[src/rtl/ascon_tag_verify.sv]
// Holds decrypted ASCON plaintext until the computed tag matches the expected tag.
// Plaintext is released only on a match; a mismatch or a buffer overflow discards the message.
module ascon_tag_verify #(
    parameter int unsigned DEPTH = 16
) (
    input  logic          clk,
    input  logic          rst,
    input  logic [31:0]   ct_data,
    input  logic          ct_valid,
    input  logic          ct_last,
    input  logic [127:0]  tag,
    input  logic          tag_valid,
    input  logic [31:0]   exp_in,
    input  logic          exp_valid,
    output logic          exp_ready,
    output logic [31:0]   pt_out,
    output logic          pt_valid,
    output logic          pt_last,
    input  logic          pt_ready,
    output logic          auth_ok,
    output logic          auth_fail
);
    localparam int unsigned CW = $clog2(DEPTH + 1);
    localparam int unsigned AW = (DEPTH > 1) ? $clog2(DEPTH) : 1;

    typedef enum logic [2:0] {StCollect, StWaitTag, StCompare, StRelease, StFail} state_e;

    state_e         state_q, state_d;
    logic [CW-1:0]  wr_cnt_q, wr_cnt_d, rd_cnt_q, rd_cnt_d;
    logic [2:0]     exp_cnt_q, exp_cnt_d;
    logic [127:0]   exp_q, exp_d, tag_q, tag_d;
    logic           tag_seen_q, tag_seen_d, overflow_q, overflow_d;
    logic           clear, buf_we;
    logic [31:0]    buffer [DEPTH];

    logic [31:0]    pt_out_d;
    logic           pt_valid_d, pt_last_d, exp_ready_d, auth_ok_d, auth_fail_d;

    always_comb begin
        state_d    = state_q;
        wr_cnt_d   = wr_cnt_q;
        rd_cnt_d   = rd_cnt_q;
        exp_cnt_d  = exp_cnt_q;
        exp_d      = exp_q;
        tag_d      = tag_q;
        tag_seen_d = tag_seen_q;
        overflow_d = overflow_q;
        clear      = 1'b0;
        buf_we     = 1'b0;
        unique case (state_q)
            StCollect, StWaitTag: begin
                if (exp_valid && exp_ready) begin
                    case (exp_cnt_q[1:0])
                        2'd0:    exp_d[127:96] = exp_in;
                        2'd1:    exp_d[95:64]  = exp_in;
                        2'd2:    exp_d[63:32]  = exp_in;
                        default: exp_d[31:0]   = exp_in;
                    endcase
                    exp_cnt_d = exp_cnt_q + 3'd1;
                end
                if (tag_valid) begin
                    tag_d      = tag;
                    tag_seen_d = 1'b1;
                end
                if (state_q == StCollect) begin
                    if (ct_valid) begin
                        if (wr_cnt_q == CW'(DEPTH)) begin
                            overflow_d = 1'b1;
                        end else begin
                            buf_we   = 1'b1;
                            wr_cnt_d = wr_cnt_q + CW'(1);
                        end
                        if (ct_last) state_d = StWaitTag;
                    end else if (tag_valid && wr_cnt_q == '0) begin
                        // Tag with nothing collected: empty message.
                        state_d = StWaitTag;
                    end
                end else begin
                    if (ct_valid) overflow_d = 1'b1;
                    if (tag_seen_q && exp_cnt_q == 3'd4) state_d = StCompare;
                end
            end
            StCompare: begin
                if (tag_q == exp_q && !overflow_q) begin
                    if (wr_cnt_q == '0) begin
                        state_d = StCollect;
                        clear   = 1'b1;
                    end else begin
                        state_d = StRelease;
                    end
                end else begin
                    state_d = StFail;
                end
            end
            StRelease: begin
                if (pt_valid && pt_ready) begin
                    if (pt_last) begin
                        state_d = StCollect;
                        clear   = 1'b1;
                    end else begin
                        rd_cnt_d = rd_cnt_q + CW'(1);
                    end
                end
            end
            StFail: begin
                state_d = StCollect;
                clear   = 1'b1;
            end
            default: state_d = StCollect;
        endcase
        if (clear) begin
            wr_cnt_d   = '0;
            rd_cnt_d   = '0;
            exp_cnt_d  = '0;
            tag_seen_d = 1'b0;
            overflow_d = 1'b0;
        end
    end

    // Outputs are registered from the next-state values so they line up with state_q.
    always_comb begin
        pt_valid_d  = (state_d == StRelease);
        pt_last_d   = pt_valid_d && (rd_cnt_d == wr_cnt_d - CW'(1));
        pt_out_d    = pt_valid_d ? buffer[rd_cnt_d[AW-1:0]] : 32'd0;
        exp_ready_d = (state_d == StCollect || state_d == StWaitTag) && (exp_cnt_d < 3'd4);
        auth_ok_d   = (state_d == StCompare) && (tag_d == exp_d) && !overflow_d;
        auth_fail_d = (state_d == StFail);
    end

    always_ff @(posedge clk) begin
        if (buf_we) buffer[wr_cnt_q[AW-1:0]] <= ct_data;
    end

    always_ff @(posedge clk or negedge rst) begin
        if (!rst) begin
            state_q    <= StCollect;
            wr_cnt_q   <= '0;
            rd_cnt_q   <= '0;
            exp_cnt_q  <= '0;
            exp_q      <= '0;
            tag_q      <= '0;
            tag_seen_q <= 1'b0;
            overflow_q <= 1'b0;
            exp_ready  <= 1'b0;
            pt_out     <= '0;
            pt_valid   <= 1'b0;
            pt_last    <= 1'b0;
            auth_ok    <= 1'b0;
            auth_fail  <= 1'b0;
        end else begin
            state_q    <= state_d;
            wr_cnt_q   <= wr_cnt_d;
            rd_cnt_q   <= rd_cnt_d;
            exp_cnt_q  <= exp_cnt_d;
            exp_q      <= exp_d;
            tag_q      <= tag_d;
            tag_seen_q <= tag_seen_d;
            overflow_q <= overflow_d;
            exp_ready  <= exp_ready_d;
            pt_out     <= pt_out_d;
            pt_valid   <= pt_valid_d;
            pt_last    <= pt_last_d;
            auth_ok    <= auth_ok_d;
            auth_fail  <= auth_fail_d;
        end
    end

endmodule

[config.mk]
export PLATFORM = sky130hd
export DESIGN_NAME = ascon_tag_verify
export DESIGN_NICKNAME = d
export VERILOG_FILES = /design/src/rtl/ascon_tag_verify.sv
export SDC_FILE = /design/constraint.sdc
export NUM_CORES = 1
export LEC_CHECK = 0
export ABC_AREA = 0
export ABC_CLOCK_PERIOD_IN_PS = 4180
export BUFFER_PORTS_ARGS = -buffer_cell sky130_fd_sc_hd__clkbuf_2
export CORE_ASPECT_RATIO = 0.75
export CORE_MARGIN = 2
export CORE_UTILIZATION = 52
export CTS_CLUSTER_DIAMETER = 50
export DETAILED_ROUTE_END_ITERATION = 16
export PLACE_DENSITY = 0.7
export SYNTH_ARGS = -nofsm -noshare
export SYNTH_HDL_FRONTEND = slang
export SYNTH_SLANG_ARGS = --single-unit
[constraint.sdc]
create_clock -name clk -period 4.18 [get_ports clk]
set_input_delay 0.836 -clock clk [delete_from_list [all_inputs] [get_ports clk]]
set_output_delay 0.836 -clock clk [all_outputs]
set_load 0.01 [all_outputs]
Yosys cells after proc, flatten, opt, wreduce, memory -nomap -nowiden. Memory sizes are Yosys's and may differ from the RTL's. Index checks and enable logic that the tools add are counted. W data, S select, Z words.

Add/sub/neg operators: 4. Reductions and logical operators: 21. Shift operators: 0. Magnitude comparators: 1. Div/mod/pow operators: 0. Bitwise logic cells: 0. Eq/ne operators: 15. Multipliers: 0. Muxes and demuxes: 51.

Operator list (number): $mux W128 (4); $eq A128 B128 Y1 (2); $mux W32 (5); $mux W5 (9); $mux W3 (11); $mux W1 (19); $eq A3 B2 Y1 const B (4); $add A5 B1 Y5 const B (2); $eq A3 B3 Y1 const B (3); $logic_and A1 B1 Y1 (9); $pmux W3 S3 (1); $eq A3 B1 Y1 const B (2); $logic_not A3 Y1 (2); $eq A5 B5 Y1 (1); $eq A5 B5 Y1 const B (1); $logic_not A5 Y1 (1); $sub A5 B1 Y5 const B (1); $reduce_bool A2 Y1 (2); $add A3 B1 Y3 const B (1); $lt A3 B3 Y1 const B (1); $pmux W1 S3 (1); $reduce_or A3 Y1 (1); $eq A2 B1 Y1 const B (1); $eq A2 B2 Y1 const B (1); 6 further kinds (7).

Bits in latches: 0. Input bits: 199. Register bits: 311. Bits in read-only memories: 0. Logic and storage cells: 107. Memory bits (writable): 512. Memories kept: 1.

Memory list: buffer (words 16, width 32, read ports 1, clocked after Yosys merged registers in 0, write ports 1, RTL line 34) `logic [31:0] buffer [DEPTH];`.

Logic depth before layout (Yosys ltp). Gate-level depths: netlist of run 1.

Depth after elaboration: 9. Depth in mapped cells: 14.

Worst setup path before layout of run 1. No wires, ideal clock.

Path kind: input to register. Start point: in ct_valid. End point: reg pt_last. Path slack: 0.275 ns. Cell stages on the path: 7. Path buffers: 0. Setup time: 0.067 ns. Data arrival time: 3.838 ns. Path through: nor4b_2 > nand2_1 > nor2_1 > xnor2_1 > xnor2_1 > o32ai_1 > o2111a_1.

Longest elaborated chain between the ends: 7. Elaborated cells between the ends (all ways): 11. Classes of those cells: 1 x add/sub; 2 x eq/ne; 7 x mux; 1 x reduce/logical.

Ends and longest elaborated chain: from (decl) (RTL line 9) `input logic ct_valid,`; $mux W5 (RTL line 66) `if (ct_valid) begin`; $mux W5 (RTL line 65) `if (state_q == StCollect) begin`; $mux W5 (RTL line 50) `unique case (state_q)`; $mux W5 (RTL line 111) `if (clear) begin`; $sub A5 B1 Y5 (RTL line 123) `pt_last_d = pt_valid_d && (rd_cnt_d == wr_cnt_d - CW'(1));`; $eq A5 B5 Y1 (RTL line 123); $logic_and A1 B1 Y1 (*) (RTL line 123); via pt_last_d (RTL line 37) `logic pt_valid_d, pt_last_d, exp_ready_d, auth_ok_d, auth_fail_d;`; to (signal assigned) (RTL line 162) `pt_last <= pt_last_d;`; to (decl) (RTL line 18) `output logic pt_last,`.

The timed path passes the listed nets; every way through them passes the cells marked *. A chain may end at the register's enable or synchronous reset.

Final worst setup path of run 1.
Start point: reg state_q[2]. End point: reg auth_ok.

Elaborated cells between the ends (all ways): 25. Classes of those cells: 6 x eq/ne; 14 x mux; 5 x reduce/logical.

RTL lines: from (decl) (RTL line 28) `state_e state_q, state_d;`; from (signal assigned) (RTL line 136) `state_q <= StCollect;`; from (signal assigned) (RTL line 151) `state_q <= state_d;`; $eq A3 B1 Y1 or $logic_not A3 Y1 (tied branches) (RTL line 50); $reduce_or A2 Y1 (*) (RTL line 50); $mux W128 (*) (RTL line 50); via tag_d[48] (RTL line 31) `logic [127:0] exp_q, exp_d, tag_q, tag_d;`; $eq A128 B128 Y1 (*) (RTL line 126) `auth_ok_d = (state_d == StCompare) && (tag_d == exp_d) && !overflow_d;`; $logic_and A1 B1 Y1 (*) (2 in series) (RTL line 126); via auth_ok_d (RTL line 37); to (signal assigned) (RTL line 163) `auth_ok <= auth_ok_d;`; to (decl) (RTL line 20) `output logic auth_ok,`.

Marks and branches as above.

==> results of run 1 <==
[cells by family (layout without fill, tap and decap cells)]
group                      count (synthesis)  after routing
other                                      0              5
xor gates and xnor gates                 206            206
muxes                                    259            259
AOI/OAI and AO/OA                        306            306
buffers and inverters                    175            536
adders and majority gates                 11             11
DFF                                      823            823
and+or+nand+nor                          644            644
[final cells by class]
| cell class | count | area share [%] |
|---|---|---|
| inverters | 53 | 0.501 |
| multi-input cells | 1426 | 26.8 |
| diodes | 5 | 0.0311 |
| clock inverters | 46 | 1.49 |
| repair buffers | 336 | 5.49 |
| flip-flops and latches | 823 | 57.6 |
| clock buffers | 101 | 5.40 |
| well taps | 871 | 2.71 |
[placed cells by master (no fill, tap or decap), types with 11 or more instances in the layout]
cell type	synthesis	routed
a21oi_1	15	15
a221o_1	32	32
a31oi_1	34	34
and3_1	31	31
buf_12	0	21
buf_4	0	80
clkbuf_1	79	13
clkbuf_16	0	81
clkbuf_2	0	234
clkinv_2	0	13
dfrtp_1	311	311
edfxtp_1	512	512
ha_1	11	11
inv_1	52	52
mux2_2	247	247
nand2_1	248	247
nand2b_1	64	64
nand3_1	70	70
nand4_1	19	19
nor2_1	76	59
nor2_4	0	17
nor2b_1	28	27
nor3_1	36	36
nor4_1	50	50
o2111a_1	31	31
o211ai_1	32	32
o22ai_1	46	46
o32a_1	30	30
o32ai_1	31	31
xnor2_1	29	28
xor2_1	177	176
[worst paths after layout]
path / from / end / slack [ns] / depth (start not counted)
min in group clk: tag[15] / tag_q[15] / 0.46 / 2
min reg2reg: tag_seen_q / tag_seen_q / 0.50 / 2
min: rst / tag_q[51] / 0.27 / 1
max in group asynchronous: rst / exp_q[57] / 2.81 / 2
max reg2reg: state_q[2] / auth_ok / 0.17 / 9
max: state_q[2] / auth_ok / 0.17 / 9
[per-stage QoR]
| step | utilization [%] | hold WS [ns] |
|---|---|---|
| CTS | 61.6 | 0.310 |
| finish | 61.6 | 0.265 |
| floorplan | - | 0.467 |
| global route | 61.6 | 0.349 |
| global placement | 57.3 | 0.484 |
| detailed placement | 57.3 | 0.495 |
[state kept, by name, indices dropped and copies added, names as in the netlist, 3 cells and up]
name / count
pt_out: 32
rd_cnt_q: 5
exp_q: 128
exp_cnt_q: 3
tag_q: 128
state_q: 3
wr_cnt_q: 5
buffer: 512
[power by group through the flow]
stage	clock, uW	sequential [uW]	combinational (uW)
floorplan	0	11300	6040
global placement	0	11600	9570
detailed placement	0	11600	9690
CTS	7640	11500	9760
global route	7960	11700	10600
finish	7590	11500	10000
[layer usage]
| metal | share of wire, % | global-route usage, % |
|---|---|---|
| met4 | 2.2 | 7.80 |
| met5 | 0.065 | 0 |
| met2 | 44 | 44.4 |
| met3 | 11 | 9.24 |
| met1 | 44 | 45.5 |
==> key figures, run 1 <==
Synthesis
  – Synth Flop Type: edfxtp_1
  – Leading area contributor after synthesis: edfxtp_1
  – Warnings from Yosys: 0
  – Commonest cells in the synthesized netlist: edfxtp_1, dfrtp_1, nand2_1, mux2_2, xor2_1
  – Count of cell types in the netlist: 67
  – Post-synth net total: 2634
  – Most frequent cell after synthesis: edfxtp_1
  – Sequential area share after synthesis: 67.4%
  – Seq cells post-synth: roughly 820
  – Largest family of logic cells by synthesized area: simple AND/OR/NAND/NOR gates
  – Top post-synthesis cells by area: edfxtp_1, dfrtp_1, mux2_2
  – Post-synthesis adder-cell area fraction: less than 1%
  – Syn Std Cell Area: 34400 sq um
  – Yosys top cell area share: 44.7%
  – Ys async rst share: between 30% and 40%
  – Synth Area in Simple Gates: a little under a tenth
  – Number of synthesized flops with an enable pin: just over 500
  – Synth Area per Inst: approximately 14 sq um
  – Post-Synth XOR/XNOR Area: 5.25%
  – Mux cell area share after synthesis: 8.48%
  – Post-Syn Instances: 2424
  – Synth Area in Compound Gates: 7.32%

Route
  – Vias: 22400
  – Initial DRT Pass Iterations: 5
  – Starting DRT DRC Count: 2679
  – Final ANT Viol Nets: 0
  – DR DRC count: 0
  – DRT Wirelength: 104000 um
  – Routed len/inst: 28.5 um
  – Via density: 6.13

Clock tree
  – Setup bufs post-CTS: 0
  – Post_cts resized: 0
  – CTS Hold Bufs: 0
  – CTS Buf Count: just over 80
  – Clock latency on the worst-skew pair: 0.65 ns
  – TritonCTS clock tree: yes
  – CTS Sinks: between 800 and 900
  – H-tree lvl count: 3
  – Clock-pin slew on the worst setup and hold paths: roughly 0.060 ns
  – Root buffer cell: clkbuf_16
  – Clock Tree Buf Depth: 3

Worst setup path
  – Critical path, cell by cell: nor2_1 > and2_4 > buf_4 > mux2_2 > xor2_1 > nor4_1 > nand4_1 > nor4_1 > nor4bb_1
  – CP top delay family: simple AND/OR/NAND/NOR gates
  – Max stage delay cell, worst path: nor4_1
  – Worst Path Max Fanout: 23
  – Critical path class: flip-flop to flip-flop
  – CP startpoint kind: flip-flop
  – CP Buf/Inv Count: 1
  – CP Capture Type: flip-flop
  – Crit path DAT: between 4 and 5 ns
  – Cell mode on critical path: nor4_1
  – Worst EP required: 4.71 ns
  – CP max stage delay: approximately 0.94 ns

STA
  – Hold Fails Final Rpt: 0
  – RSZ-0062 raised after global routing: false
  – Worst Skew: 0.0192 ns
  – Setup ws final: between 0.15 and 0.2 ns
  – Max-Slew Margin vs Limit: 20.8%
  – Fmax: 250 MHz
  – Final Slew Violations: 0
  – Final setup fails: 0
  – Final period demand of the worst path: ~4.0 ns
  – Worst Max-Slew Pin Slew: about 1.2 ns
  – Crit share post-route: 95.8%
  – Setup_tns: 0 ns

Power
  – Power Total: 29100 uW
  – Leakage: 0.0154 uW
  – Comb pwr share: 34.4%
  – Sw Pwr: 10500 uW
  – Sequential Power Share: 39.6%
  – Clk pwr share: between 20% and 30%
  – Worst vdd ir: roughly 0.00040 V
  – PwrDens: 724 nW/um^2
  – Sw Ratio: 36.1%
  – P_int: 18600 uW

Cells and area
  – Non-filler instance count after layout: 3661
  – Final instance area: 40200 sq um
  – Layout cells sized above 1: 26.8%
  – Area growth syn-to-layout: 16.9%
  – Filler cells: 4887
  – Sequential Area: roughly 23000 sq um
  – Area of the multi-input gates: 10800 sq um
  – Final Net Count: 2931

Die
  – Initial Util: between 50% and 60%
  – Io pins: 236
  – Die footprint: 68200 sq um
  – Cell Rows: 81
  – Width of the die: 301 um
  – Die H: about 230 um
  – Core box area: 65300 sq um

GRT
  – Initial antenna violation count: 13
  – Largest net degree at the start of global routing: between 100 and 150
  – Vias in the first global route: 21900
  – First-pass GRT wire length: 150000 um
  – Grt ovf: 0
  – Total GRT Usage: approximately 31%

Job
  – Maxcap violations: 0

Placement
  – # placed instances: 3509
  – Final HPWL DP: ~70000 um
  – DP Worst Slack: around 0.16 ns
  – GP Congestion: slightly above 1
  – Placed Area: 37400 sq um
  – Port bufs: roughly 240

Status
  – Status: finished clean

Worst hold path
  – Hold crit path type: input port to async pin
Note: power is estimated with default switching activity, not from simulation.
==> inputs of run 2 (changes only) <==
- BUFFER_PORTS_ARGS: -buffer_cell sky130_fd_sc_hd__clkbuf_2 -> -buffer_cell sky130_fd_sc_hd__buf_2
==> run 2 against run 1 <==
Power decreased by 0.41%. First-iteration DRC count fell by 1.4%. Routed wire length grew 0.40%. Die area unchanged. Register-to-register slack improved by 0.11 ns. Count of clock-buffer cells in the layout increased by 13. Utilization is essentially flat. Cell area barely moved. Combinational power hardly changed. Largest power group unchanged. Critical path depth is 3 higher. Global-route usage is 0.087 points higher.
==> key figures, run 2 (synthesized netlist as in run 1, its figures left out) <==
Placement
  – GP Congestion: 0.964
  – Final HPWL DP: between 60000 and 70000 um
  – Port bufs: between 200 and 250
  – DP Worst Slack: between 0.2 and 0.3 ns
  – # placed instances: 3503

Route
  – Routed len/inst: 28.7 um
  – Vias: 22600
  – Met2 Routed Length: around 45000 um
  – DRT Wirelength: 105000 um
  – Via density: 6.19
  – DR DRC count: 0
  – Final ANT Viol Nets: 0
  – Highest metal layer with signal wires: met5
  – Met3 routed WL: 10700 um
  – Met1 Routed Length: roughly 46000 um
  – Initial DRT Pass Iterations: 5
  – Starting DRT DRC Count: 2641

STA
  – Final period demand of the worst path: roughly 3.9 ns
  – Worst Skew: 0.0224 ns
  – Setup ws final: 0.284 ns
  – Final Slew Violations: 0
  – Worst Max-Slew Pin Slew: 1.02 ns
  – Fmax: 257 MHz
  – Setup_tns: 0 ns
  – Max-Slew Margin vs Limit: 32.0%
  – Crit share post-route: 93.2%
  – Final setup fails: 0
  – Hold Fails Final Rpt: 0
  – RSZ-0062 raised after global routing: false

Cells and area
  – Layout cells sized above 1: 26.4%
  – Most frequent cells in the layout: edfxtp_1, dfrtp_1, nand2_1, mux2_2, buf_2
  – Final Net Count: 2925
  – Non-filler instance count after layout: 3650
  – Final Util: 61.6%
  – Area growth syn-to-layout: 16.9%
  – Commonest non-fill, non-tap cell in the layout: edfxtp_1
  – Max reg flops: around 510

Worst setup path
  – CP Capture Type: flip-flop
  – CP startpoint kind: flip-flop
  – Worst Path Max Fanout: 10
  – Critical path class: flip-flop to flip-flop
  – Crit path DAT: 4.47 ns
  – Worst EP required: 4.75 ns
  – Reg2Reg Depth: 12

Job
  – Maxcap violations: 0

Clock tree
  – Setup bufs post-CTS: 0
  – Clock latency on the worst-skew pair: 0.64 ns
  – Clock Tree Buf Depth: 3
  – Post_cts resized: 0
  – CTS Buf Count: 81
  – H-tree lvl count: 3
  – TritonCTS clock tree: yes
  – Root buffer cell: clkbuf_16
  – Clock-pin slew on the worst setup and hold paths: about 0.070 ns
  – CTS Hold Bufs: 0
  – CTS Sinks: 823

Die
  – Io pins: 236
  – Cell Rows: 81
  – Width of the die: about 300 um
  – Die footprint: 68200 sq um
  – Core box area: between 60000 and 70000 sq um
  – Die H: 227 um
  – Initial Util: 52.7%

GRT
  – Total GRT Usage: 30.8%
  – Largest net degree at the start of global routing: 96
  – Grt ovf: 0
  – First-pass GRT wire length: 151000 um
  – Vias in the first global route: 22000
  – Initial antenna violation count: 17

Status
  – Status: finished clean

Power
  – Worst vdd ir: 0.000365 V
  – PwrDens: 721 nW/um^2
  – Leakage: 0.0154 uW

Worst hold path
  – Hold crit path type: input port to async pin
## run 2: changes by cell type in the layout (fill, tap and decap cells not counted), sizes merged, moves of 3 or more
cell | previous run | this run
buf | 102 | 330
clkbuf | 335 | 114
clkinv | 27 | 19
bufinv | 10 | 7
clkinvlp | 3 | 0
diode | 5 | 2
## run 2: final timing paths
path,from,to,slack [ns]
worst max-delay path,exp_q[24],pt_out[22],0.28
worst min-delay path,rst,tag_q[62],0.21
worst max register to register,exp_q[24],pt_out[22],0.28
worst min register to register,tag_seen_q,tag_seen_q,0.52
max in group asynchronous,rst,exp_q[33],2.83
min in group clk,tag[104],tag_q[104],0.46
## run 2: cell type report
type	instances	area, sq um
diodes	2	5.00
clock buffers	114	2270
clock inverters	31	433
fillers	4963	25100
inverters	53	201
multi-input cells	1426	10800
flip-flops and latches	823	23200
well taps	871	1090
repair buffers	330	2270
## run 2: per-layer routing
metal,vias up,GRT usage (%)
li1,9663,-
met1,11600,47.8
met2,1153,44.1
met3,169,6.55
met4,14,8.02
met5,-,0
## run 2: metrics by stage
stage	power, uW	area, sq um	hold slack [ns]
finish	29000	40200	0.209
CTS	28800	40200	0.206
global placement	21200	37500	0.483
detailed placement	21400	37500	0.504
global route	30100	40200	0.224
floorplan	17300	34400	0.467
## run 2: worst max-delay path, stage by stage, from the launching register on
cell       delay, ns
dfrtp_1         0.39
xnor2_1         0.18
nand2_1         0.17
a2111oi_0       0.61
buf_4           0.23
nand4_1         0.08
buf_4           0.17
or4_1           0.69
o211ai_1        0.33
buf_4           0.30
o32ai_1         0.11
nor3_1          0.34
o32a_1          0.21
## run 2: report_power, final
group / total (uW) / switching [uW] / internal [uW] / leakage, uW
sequential: 11500 / 1140 / 10400 / 0.00838
combinational: 10000 / 6120 / 3920 / 0.00568
clock: 7430 / 3160 / 4270 / 0.00132
